## src/rtl/univ_shift_pkg.sv

```systemverilog
// Shared encodings for the universal shift register: operation modes,
// burst FSM states and the test for modes that may start a burst.
package univ_shift_pkg;

    typedef enum logic [2:0] {
        MODE_HOLD = 3'b000,
        MODE_LOAD = 3'b001,
        MODE_SHL  = 3'b010,
        MODE_SHR  = 3'b011,
        MODE_ROTL = 3'b100,
        MODE_ROTR = 3'b101
    } mode_e;

    typedef enum logic [1:0] {
        ST_IDLE  = 2'b00,
        ST_SHIFT = 2'b01,
        ST_DONE  = 2'b10
    } state_e;

    // Only the four shift/rotate modes can run as a multi-step burst.
    function automatic logic is_burst_mode(input logic [2:0] m);
        return (m == MODE_SHL) || (m == MODE_SHR) ||
               (m == MODE_ROTL) || (m == MODE_ROTR);
    endfunction

endpackage

```

## src/rtl/usr_step.sv

```systemverilog
// One-step next-value logic of the shift register; purely combinational and
// shared by the single-step and burst paths.
module usr_step
    import univ_shift_pkg::*;
#(
    parameter int WIDTH = 8
) (
    input  logic [WIDTH-1:0] q,
    input  logic [2:0]       mode,
    input  logic [WIDTH-1:0] d,
    input  logic             sin_r,
    input  logic             sin_l,
    output logic [WIDTH-1:0] q_step
);

    always_comb begin
        q_step = q;
        case (mode)
            MODE_LOAD: q_step = d;
            MODE_SHL:  q_step = {q[WIDTH-2:0], sin_r};
            MODE_SHR:  q_step = {sin_l, q[WIDTH-1:1]};
            MODE_ROTL: q_step = {q[WIDTH-2:0], q[WIDTH-1]};
            MODE_ROTR: q_step = {q[0], q[WIDTH-1:1]};
            default:   q_step = q;
        endcase
    end

endmodule

```

## src/rtl/univ_shift_reg.sv

```systemverilog
// Universal shift register with single-step operation and a counted burst
// mode driven by a three-state FSM (IDLE -> SHIFT -> DONE).
module univ_shift_reg
    import univ_shift_pkg::*;
#(
    parameter int WIDTH = 8,
    parameter int CNT_W = $clog2(WIDTH + 1)
) (
    input  logic             clk,
    input  logic             rst_n,
    input  logic [2:0]       mode,
    input  logic             en,
    input  logic [WIDTH-1:0] d,
    input  logic             sin_r,
    input  logic             sin_l,
    input  logic             start,
    input  logic [CNT_W-1:0] shamt,
    output logic [WIDTH-1:0] q,
    output logic             so_msb,
    output logic             so_lsb,
    output logic             busy,
    output logic             done
);

    state_e             state_reg, state_next;
    logic [CNT_W-1:0]   cnt_reg, cnt_next;
    logic [WIDTH-1:0]   q_reg, q_next;
    logic [2:0]         mode_reg, mode_next;
    logic [2:0]         step_mode;
    logic [WIDTH-1:0]   step_q;

    // During a burst the latched mode drives the step, so live mode changes
    // cannot disturb it.
    assign step_mode = (state_reg == ST_SHIFT) ? mode_reg : mode;

    usr_step #(
        .WIDTH (WIDTH)
    ) u_step (
        .q      (q_reg),
        .mode   (step_mode),
        .d      (d),
        .sin_r  (sin_r),
        .sin_l  (sin_l),
        .q_step (step_q)
    );

    always_ff @(posedge clk or negedge rst_n) begin
        if (!rst_n) begin
            state_reg <= ST_IDLE;
            cnt_reg   <= '0;
            q_reg     <= '0;
            mode_reg  <= MODE_HOLD;
        end else begin
            state_reg <= state_next;
            cnt_reg   <= cnt_next;
            q_reg     <= q_next;
            mode_reg  <= mode_next;
        end
    end

    always_comb begin
        state_next = state_reg;
        cnt_next   = cnt_reg;
        q_next     = q_reg;
        mode_next  = mode_reg;
        case (state_reg)
            ST_IDLE: begin
                if (start && is_burst_mode(mode)) begin
                    // Accept edge: latch the burst, leave q untouched.
                    mode_next = mode;
                    if (shamt == '0) begin
                        state_next = ST_DONE;
                    end else begin
                        state_next = ST_SHIFT;
                        cnt_next   = shamt;
                    end
                end else if (en) begin
                    q_next = step_q;
                end
            end
            ST_SHIFT: begin
                q_next   = step_q;
                cnt_next = cnt_reg - CNT_W'(1);
                if (cnt_reg == CNT_W'(1)) begin
                    state_next = ST_DONE;
                end
            end
            ST_DONE: begin
                state_next = ST_IDLE;
            end
            default: begin
                state_next = ST_IDLE;
            end
        endcase
    end

    assign q      = q_reg;
    assign so_msb = q_reg[WIDTH-1];
    assign so_lsb = q_reg[0];
    assign busy   = (state_reg == ST_SHIFT);
    assign done   = (state_reg == ST_DONE);

endmodule
```

## config.mk

```make
export PLATFORM = sky130hd
export DESIGN_NAME = univ_shift_reg
export DESIGN_NICKNAME = d
export VERILOG_FILES = /design/src/rtl/univ_shift_pkg.sv /design/src/rtl/usr_step.sv /design/src/rtl/univ_shift_reg.sv
export SDC_FILE = /design/constraint.sdc
export NUM_CORES = 1
export LEC_CHECK = 0
export CORE_MARGIN = 3
export CORE_UTILIZATION = 48
export DETAILED_ROUTE_END_ITERATION = 16
export PLACE_DENSITY = 0.84
export SYNTH_ARGS = -nofsm -noshare
export SYNTH_HDL_FRONTEND = slang
export SYNTH_SLANG_ARGS = --single-unit
```

## constraint.sdc

```tcl
create_clock -name clk -period 2.69 [get_ports clk]
set_clock_uncertainty 0.2 [all_clocks]
set_input_delay 0.269 -clock clk [delete_from_list [all_inputs] [get_ports clk]]
set_output_delay 0.269 -clock clk [all_outputs]
set_load 0.03 [all_outputs]
```

== Word level (Yosys, flattened, before mapping) ==
Index checks and enable logic that the tools add are counted.
Widths: inputs -> output; s select.

* Reduce and logical (&&, ||, !) cells: 11
* Add/subtract/negate cells: 1
* Equality and inequality tests: 17
* Multiplexer cells: 12

{| class="wikitable"
|+ Operators by type and width
! operator !! count
|-
| $pmux 8 s5 || 1
|-
| $mux 8 || 2
|-
| $pmux 8 s2 || 1
|-
| $eq 3x2->1 const B || 4
|-
| $eq 3x3->1 const B || 4
|-
| $mux 4 || 2
|-
| $ne 2x2->1 const B || 4
|-
| $pmux 4 s2 || 1
|-
| $mux 2 || 3
|-
| $reduce_and 3->1 || 2
|-
| $eq 4x1->1 const B || 1
|-
| $logic_not 4->1 || 1
|-
| $pmux 2 s2 || 1
|-
| $reduce_and 2->1 || 2
|-
| $sub 4x1->4 const B || 1
|-
| $eq 3x1->1 const B || 1
|-
| $logic_or 1x1->1 || 3
|-
| $mux 3 || 1
|-
| $eq 2x1->1 const B || 1
|-
| $eq 2x2->1 const B || 1
|-
| $logic_not 2->1 || 1
|-
| $ne 2x1->1 const B || 1
|-
| $reduce_bool 2->1 || 1
|-
| $logic_and 1x1->1 || 1
|}

* Bits of input ports: 21
* Word-level logic and storage cells: 45
* Bits in registers: 17

== Logic depth before layout (Yosys ltp) ==
* Depth after elaboration: 7
* Depth in mapped cells: 9
* Gate-level depth less buffers: 6

== Cells and area by module ==
Synthesis repeated with hierarchy kept, for this count alone.

* Cells, all modules: 142
* Area total of the unflattened synthesis: 1336.3 um^2

{| class="wikitable"
|+ By module, submodules not included
! module !! cells each !! times used !! area each (um^2) !! sequential area each (um^2)
|-
| univ_shift_reg || 72 || 1 || 858.3 || 425.4
|-
| usr_step || 70 || 1 || 478.0 || 0.0
|}

== Least setup slack after synthesis ==
Ideal clock, no wire load.

* Kind: register to register
* Start point: reg state_reg[1]
* End point: reg q_reg[0], in the netlist q[0]
* Path slack: 0.609 ns
* Data arrival time: 1.756 ns
* Setup time: 0.125 ns
* Clock period less this slack: 2.081 ns
* Stages on the path, launching flop included: 10
* Buffers on the path: 3
* Cell sequence: dfrtp_1 > buf_6 > nand2b_4 > buf_12 > clkinv_8 > buf_12 > o21ai_2 > a22o_1 > a221o_1 > mux2_4

* Cells in the longest elaborated chain, start to end: 7
* Elaborated cells on any way between the ends: 16
* Those cells by class: 8 x eq/ne; 5 x mux; 3 x reduce/logical

{| class="wikitable"
|+ RTL lines
! what !! RTL line !! RTL
|-
| from (decl) || univ_shift_reg.sv:25 || <nowiki>state_e state_reg, state_next;</nowiki>
|-
| from (signal assigned) || univ_shift_reg.sv:54 || <nowiki>state_reg <= state_next;</nowiki>
|-
| $eq 2x1->1 * || n/a ||
|-
| named net busy || univ_shift_reg.sv:21 || <nowiki>output logic busy,</nowiki>
|-
| $mux 3 || univ_shift_reg.sv:34 || <nowiki>assign step_mode = (state_reg == ST_SHIFT) ? mode_reg : mode;</nowiki>
|-
| $eq 3x3->1 (tied with other cells) || usr_step.sv:18 || <nowiki>case (mode)</nowiki>
|-
| $pmux 8 s5 || usr_step.sv:18 ||
|-
| $mux 8 || univ_shift_reg.sv:77 || <nowiki>end else if (en) begin</nowiki>
|-
| $mux 8 || univ_shift_reg.sv:68 || <nowiki>if (start && is_burst_mode(mode)) begin</nowiki>
|-
| $pmux 8 s2 || univ_shift_reg.sv:66 || <nowiki>case (state_reg)</nowiki>
|-
| to (signal assigned) || univ_shift_reg.sv:56 || <nowiki>q_reg <= q_next;</nowiki>
|-
| to (decl) || univ_shift_reg.sv:27 || <nowiki>logic [WIDTH-1:0] q_reg, q_next;</nowiki>
|}

Mark *: on every way through the listed nets, which the timed path passes. The rest lies on a longest branch. The select of a mux whose other input is x is not followed.
A chain may end at the register's enable or synchronous reset.

== Worst setup path after layout ==
* Start point: reg state_reg[0]
* End point: out busy

* Cells in the longest elaborated chain, start to end: 1

{| class="wikitable"
|+ RTL lines
! what !! RTL line !! RTL
|-
| $eq 2x1->1 || univ_shift_reg.sv:100 || <nowiki>assign busy = (state_reg == ST_SHIFT);</nowiki>
|-
| to (decl) || univ_shift_reg.sv:21 ||
|}

No other way between the ends.

==> out/qor.csv <==
metric,value,unit
numPortBuffers,32,
pre_cts_ws,0.148,ns
num_rows,17,
layout_setup_ws,0.337,ns
holdCritPathClass,primary input to asynchronous set/reset pin,
die_w,57.0,µm
arrival,1.88,ns
fmaxAchievable,0.425,GHz
clk_pin_slew,0.11,ns
core,0.00234,mm²
area_growth,23.8,%
first_pass_iters,5,
cts_buffers,3,
gr-total-overflow,0,
hpwl,2150,µm
finalSetupViolCount,0,
syn-instance-count,119,
synthFlopType,dfrtp_1,
internal_power,1.15,mW
stdcell_area,0.00154,mm²
p_clk_share,6.9,%
outcome,completed,
antenna_found_initial,0,
gr-usage-all-layers,19.1,%
cts_max_level,1,
fp.dieH,57.0,µm
num-fill-cells,195,
max-clock-path-buffers,2,
pwr-share-comb,66.7,%
cp.required,2.22,ns
timing.final.hold_violations,0,
tritoncts,yes,
syn_area,0.00125,mm²
clk_latency,0.30,ns
rsz0062_at_grt,no,
die_area,0.00325,mm²
p_leak,0.675,nW
post-synth-top-count-cell,dfrtp_1,
synth.ff_latch_count,17,
power_switching_share,45.2,%
seqPwrFrac,26.4,%
cts_root_buf,clkbuf_4,
synthTopCellsByArea,"dfrtp_1 (34%), mux2_4 (12%), mux2i_1 (5.6%), o21ai_0 (4.8%), buf_12 (3.2%)",
ys_types,42,
tns,0,ns
end_kind,output pin,
maxSlewViolCount,0,
vias,1037,
via_per_inst,5.93,
worstMarginPinSlew,0.779,ns
synth_area_per_cell,10.5,µm²
yosysTopAreaCell,dfrtp_1,
synth_top_cells_by_count,"dfrtp_1 (17), o21ai_0 (12), mux2_4 (10), nand2_1 (10)",
largest_register_ffs,8,
slew_headroom,47.9,%
gp_congestion,0.876,
clock_sinks,17,
fin_util,66.0,%
holdWs,0.208,ns
ctsResizeCount,0,
grt_max_degree,18,
yosysTopAreaCellShare,34.1,%
hold_buffers,0,
path_cells,nand2b_4 > clkinv_8 > clkdlybuf4s50_1,
grt_pass1_vias,1027,
path_max_fanout,12,
io_pins,33,
postRouteAntennaNets,0,
post-cts-setup-buffers,0,
ys_seq_area_share,34.1,%
wire_per_inst,16.1,µm
maxCapViolCount,0,
diodes,0,
power.density,1360,mW/mm²
nets,171,
syn-num-nets,142,
start_kind,flop,
cp_slowest_stage_delay,0.67,ns
critPathKind,flop to output pin,
postPlaceCellArea,0.00152,mm²
peakVddDrop,0.812,mV
initial_core_util,53.3,%
wirelength,2810,µm
crit_path_top_delay_cell,clkdlybuf4s50_1,
layout_min_cycle_time,2.35,ns
r2r_slack,0.38,ns
fin_crit_sh,87.5,%
power_switching,950,µW
layout-drive-gt1-share,15.0,%
yosys_warnings,0,
grt_pass1_wl,4940,µm
async_reset_ff_share,100,%
synth_edf_count,0,
drtIter0Drc,21,
post-route-drc-count,0,
[cell usage in the layout (no fill, tap or decap), types with 2 or more instances in the layout]
master and instances:
a21oi_1 7, clkbuf_4 3, clkdlybuf4s50_1 32, dfrtp_1 17, ha_1 2, inv_1 5, mux2_4 10, mux2i_1 7
nand2_1 10, nand2b_1 3, nand3_1 5, nor3b_1 2, o21ai_0 12, or3_1 3, or4bb_1 2, xor2_1 2
[critical path: cells and delay by family (launching register included)]
family | cells | cell delay (ns)
flip-flops | 1 | 0.59
buffers and inverters | 2 | 0.79
AND/OR/NAND/NOR | 1 | 0.19
[layout make-up]
cell class | instances | area (µm²) | area share (%)
Inverter | 6 | 35.0 | 2.27
Tap cell | 28 | 35.0 | 2.27
Timing Repair Buffer | 33 | 328 | 21.2
Sequential cell | 17 | 425 | 27.6
Clock inverter | 1 | 5.00 | 0.324
Clock buffer | 3 | 22.5 | 1.46
Multi-Input combinational cell | 87 | 693 | 44.9
[cell families after synthesis]
logic type	after synthesis	share of synthesized area [%]
xor+xnor	2	1.40
mux	19	20.4
simple gates	32	15.2
flops	17	34.1
buf+inv	15	10.3
compound gates	32	16.6
fa+ha+maj	2	2.01
[worst paths after layout]
path / from / to / cells past startpoint
worst max-delay path: state_reg[0] / busy / 3
worst min-delay path: rst_n / state_reg[1] / 1
worst max register to register: state_reg[0] / q[0] / 6
worst min register to register: mode_reg[0] / mode_reg[0] / 1
max in group asynchronous: rst_n / q[4] / 1
min in group clk: mode_reg[0] / mode_reg[0] / 1
[stage by stage]
stage / power [mW] / std cells
floorplan: 1.70 / 119
global placement: 1.91 / 171
detailed placement: 1.97 / 171
CTS: 2.11 / 175
global route: 2.26 / 175
finish: 2.10 / 175
[power groups by stage]
stage	clock (mW)	sequential, mW	combinational [mW]
global placement	0	0.549	1.36
floorplan	0	0.616	1.09
detailed placement	0	0.559	1.41
global route	0.158	0.578	1.52
CTS	0.148	0.554	1.41
finish	0.144	0.555	1.40
[layer usage]
metal | GRT usage, % | vias up | wire (µm)
li1 | - | 492 | -
met1 | 23.8 | 510 | 1210
met2 | 32.1 | 27 | 1420
met3 | 4.98 | 8 | 121
met4 | 6.29 | 0 | 63
met5 | 0 | - | 0
(Power assumes the default switching activity.)
==> RTL edit (same flow settings) <==
Register the outputs `so_msb`, `so_lsb`, `busy` and `done`, without a reset; this adds one clock of latency there. The other outputs are not delayed to match.
--- a/src/rtl/univ_shift_reg.sv
+++ b/src/rtl/univ_shift_reg.sv
@@ -97,6 +97,8 @@
     assign q      = q_reg;
-    assign so_msb = q_reg[WIDTH-1];
-    assign so_lsb = q_reg[0];
-    assign busy   = (state_reg == ST_SHIFT);
-    assign done   = (state_reg == ST_DONE);
+    always_ff @(posedge clk) begin
+        so_msb <= q_reg[WIDTH-1];
+        so_lsb <= q_reg[0];
+        busy   <= (state_reg == ST_SHIFT);
+        done   <= (state_reg == ST_DONE);
+    end
 
Behaviour: not the same (Yosys sat finds a counterexample within 4 cycles, from zero or initial values and one cycle with rst_n low).
==> RTL edit against the unedited design <==
- area after synthesis increased by 5.2%
- non-clock buffer count did not move
- combinational power is essentially flat
- wire length rose by 0.68%
- worst setup slack gained 0.068 ns
- sequential cell count up 4
- power is 4.6% higher
- cell area increased by 5.3%
- critical endpoint is now q[0]$_DFFE_PN0P_
- largest power group unchanged
==> RTL edit: results (changes against the unedited design) <==
[status]
status = complete, no violations  ; unchanged

[global_route]
use_met1_pct = 22.7  ; was 23.8%
grt_pass1_wl_mm = 4.79  ; was 4.94 mm
use_met2_pct = 30.9  ; was 32.1%
first_global_vias = 1030  ; was 1027
grtUsageMet3_pct = 4.61  ; was 4.98%

[worst_setup_path]
cp_data_arrival_time_ns = 2.29  ; was 1.88 ns
slowest_delay_ns = 0.58  ; was 0.67 ns
cp_slowest_cell = dfrtp_1  ; was clkdlybuf4s50_1
cp_top_family = multiplexers  ; was buffers and inverters
cp_max_fo = 16  ; was 12

[drt]
drt-pass1-iter-count = 6  ; was 5
met3_length_um = 124  ; was 121 um
routed_wl_mm = 2.83  ; was 2.81 mm
vias_per_cell = 5.62  ; was 5.93
routed-wl-met2_mm = 1.50  ; was 1.42 mm
drt_iter0_markers = 20  ; was 21

[placement]
place_congestion = 0.861  ; was 0.876
post-place-ws_ns = 0.219  ; was 0.148 ns
dpl_cell_area_sq_um = 1600  ; was 1520 sq um

[yosys]
synth_commonest_cells = 17 x dfrtp_1, 12 x o21ai_0, 10 x mux2_4, 10 x nand2_1  ; unchanged
seq_area_frac_synth_pct = 38.5  ; was 34.1%
synth.area.mux_share_pct = 19.4  ; was 20.4%
synthAdderAreaFrac_pct = 1.91  ; was 2.01%
async_flop_share_pct = 81.0  ; was 100%
synth-xor-area-share_pct = 1.33  ; was 1.40%
ys_types = 43  ; was 42
synth_nets = 144  ; was 142
synth_area_per_cell_sq_um = 10.8  ; was 10.5 sq um
synth_compound_area_share_pct = 15.7  ; was 16.5%

[pwr]
p_seq_share_pct = 29.2  ; was 26.4%
p_leak_nw = 0.706  ; was 0.675 nW
max-vdd-ir-drop_mv = 0.839  ; was 0.812 mV
p_switching_mw = 0.962  ; was 0.950 mW

RTL edit: final timing paths:
check,from,endpoint,slack [ns],cells past startpoint
worst max-delay path,state_reg[0]$_DFFE_PN0P_,q[0]$_DFFE_PN0P_,0.40,6
worst min-delay path,rst_n,mode_reg[1]$_DFFE_PN0P_,0.19,1
worst max register to register,state_reg[0]$_DFFE_PN0P_,q[0]$_DFFE_PN0P_,0.40,6
worst min register to register,q[0]$_DFFE_PN0P_,so_lsb$_DFF_P_,0.29,0
max in group asynchronous,rst_n,cnt_reg[1]$_DFFE_PN0P_,1.62,1
min in group clk,q[0]$_DFFE_PN0P_,so_lsb$_DFF_P_,0.29,0
RTL edit: cell type report:
| class | count | area [sq um] |
|---|---|---|
| fillers | 219 | 920 |
| multi-input cells | 87 | 693 |
| flip-flops and latches | 21 | 505 |
| repair buffers | 33 | 328 |
| well taps | 30 | 37.5 |
| inverters | 6 | 35.0 |
| clock buffers | 4 | 26.3 |
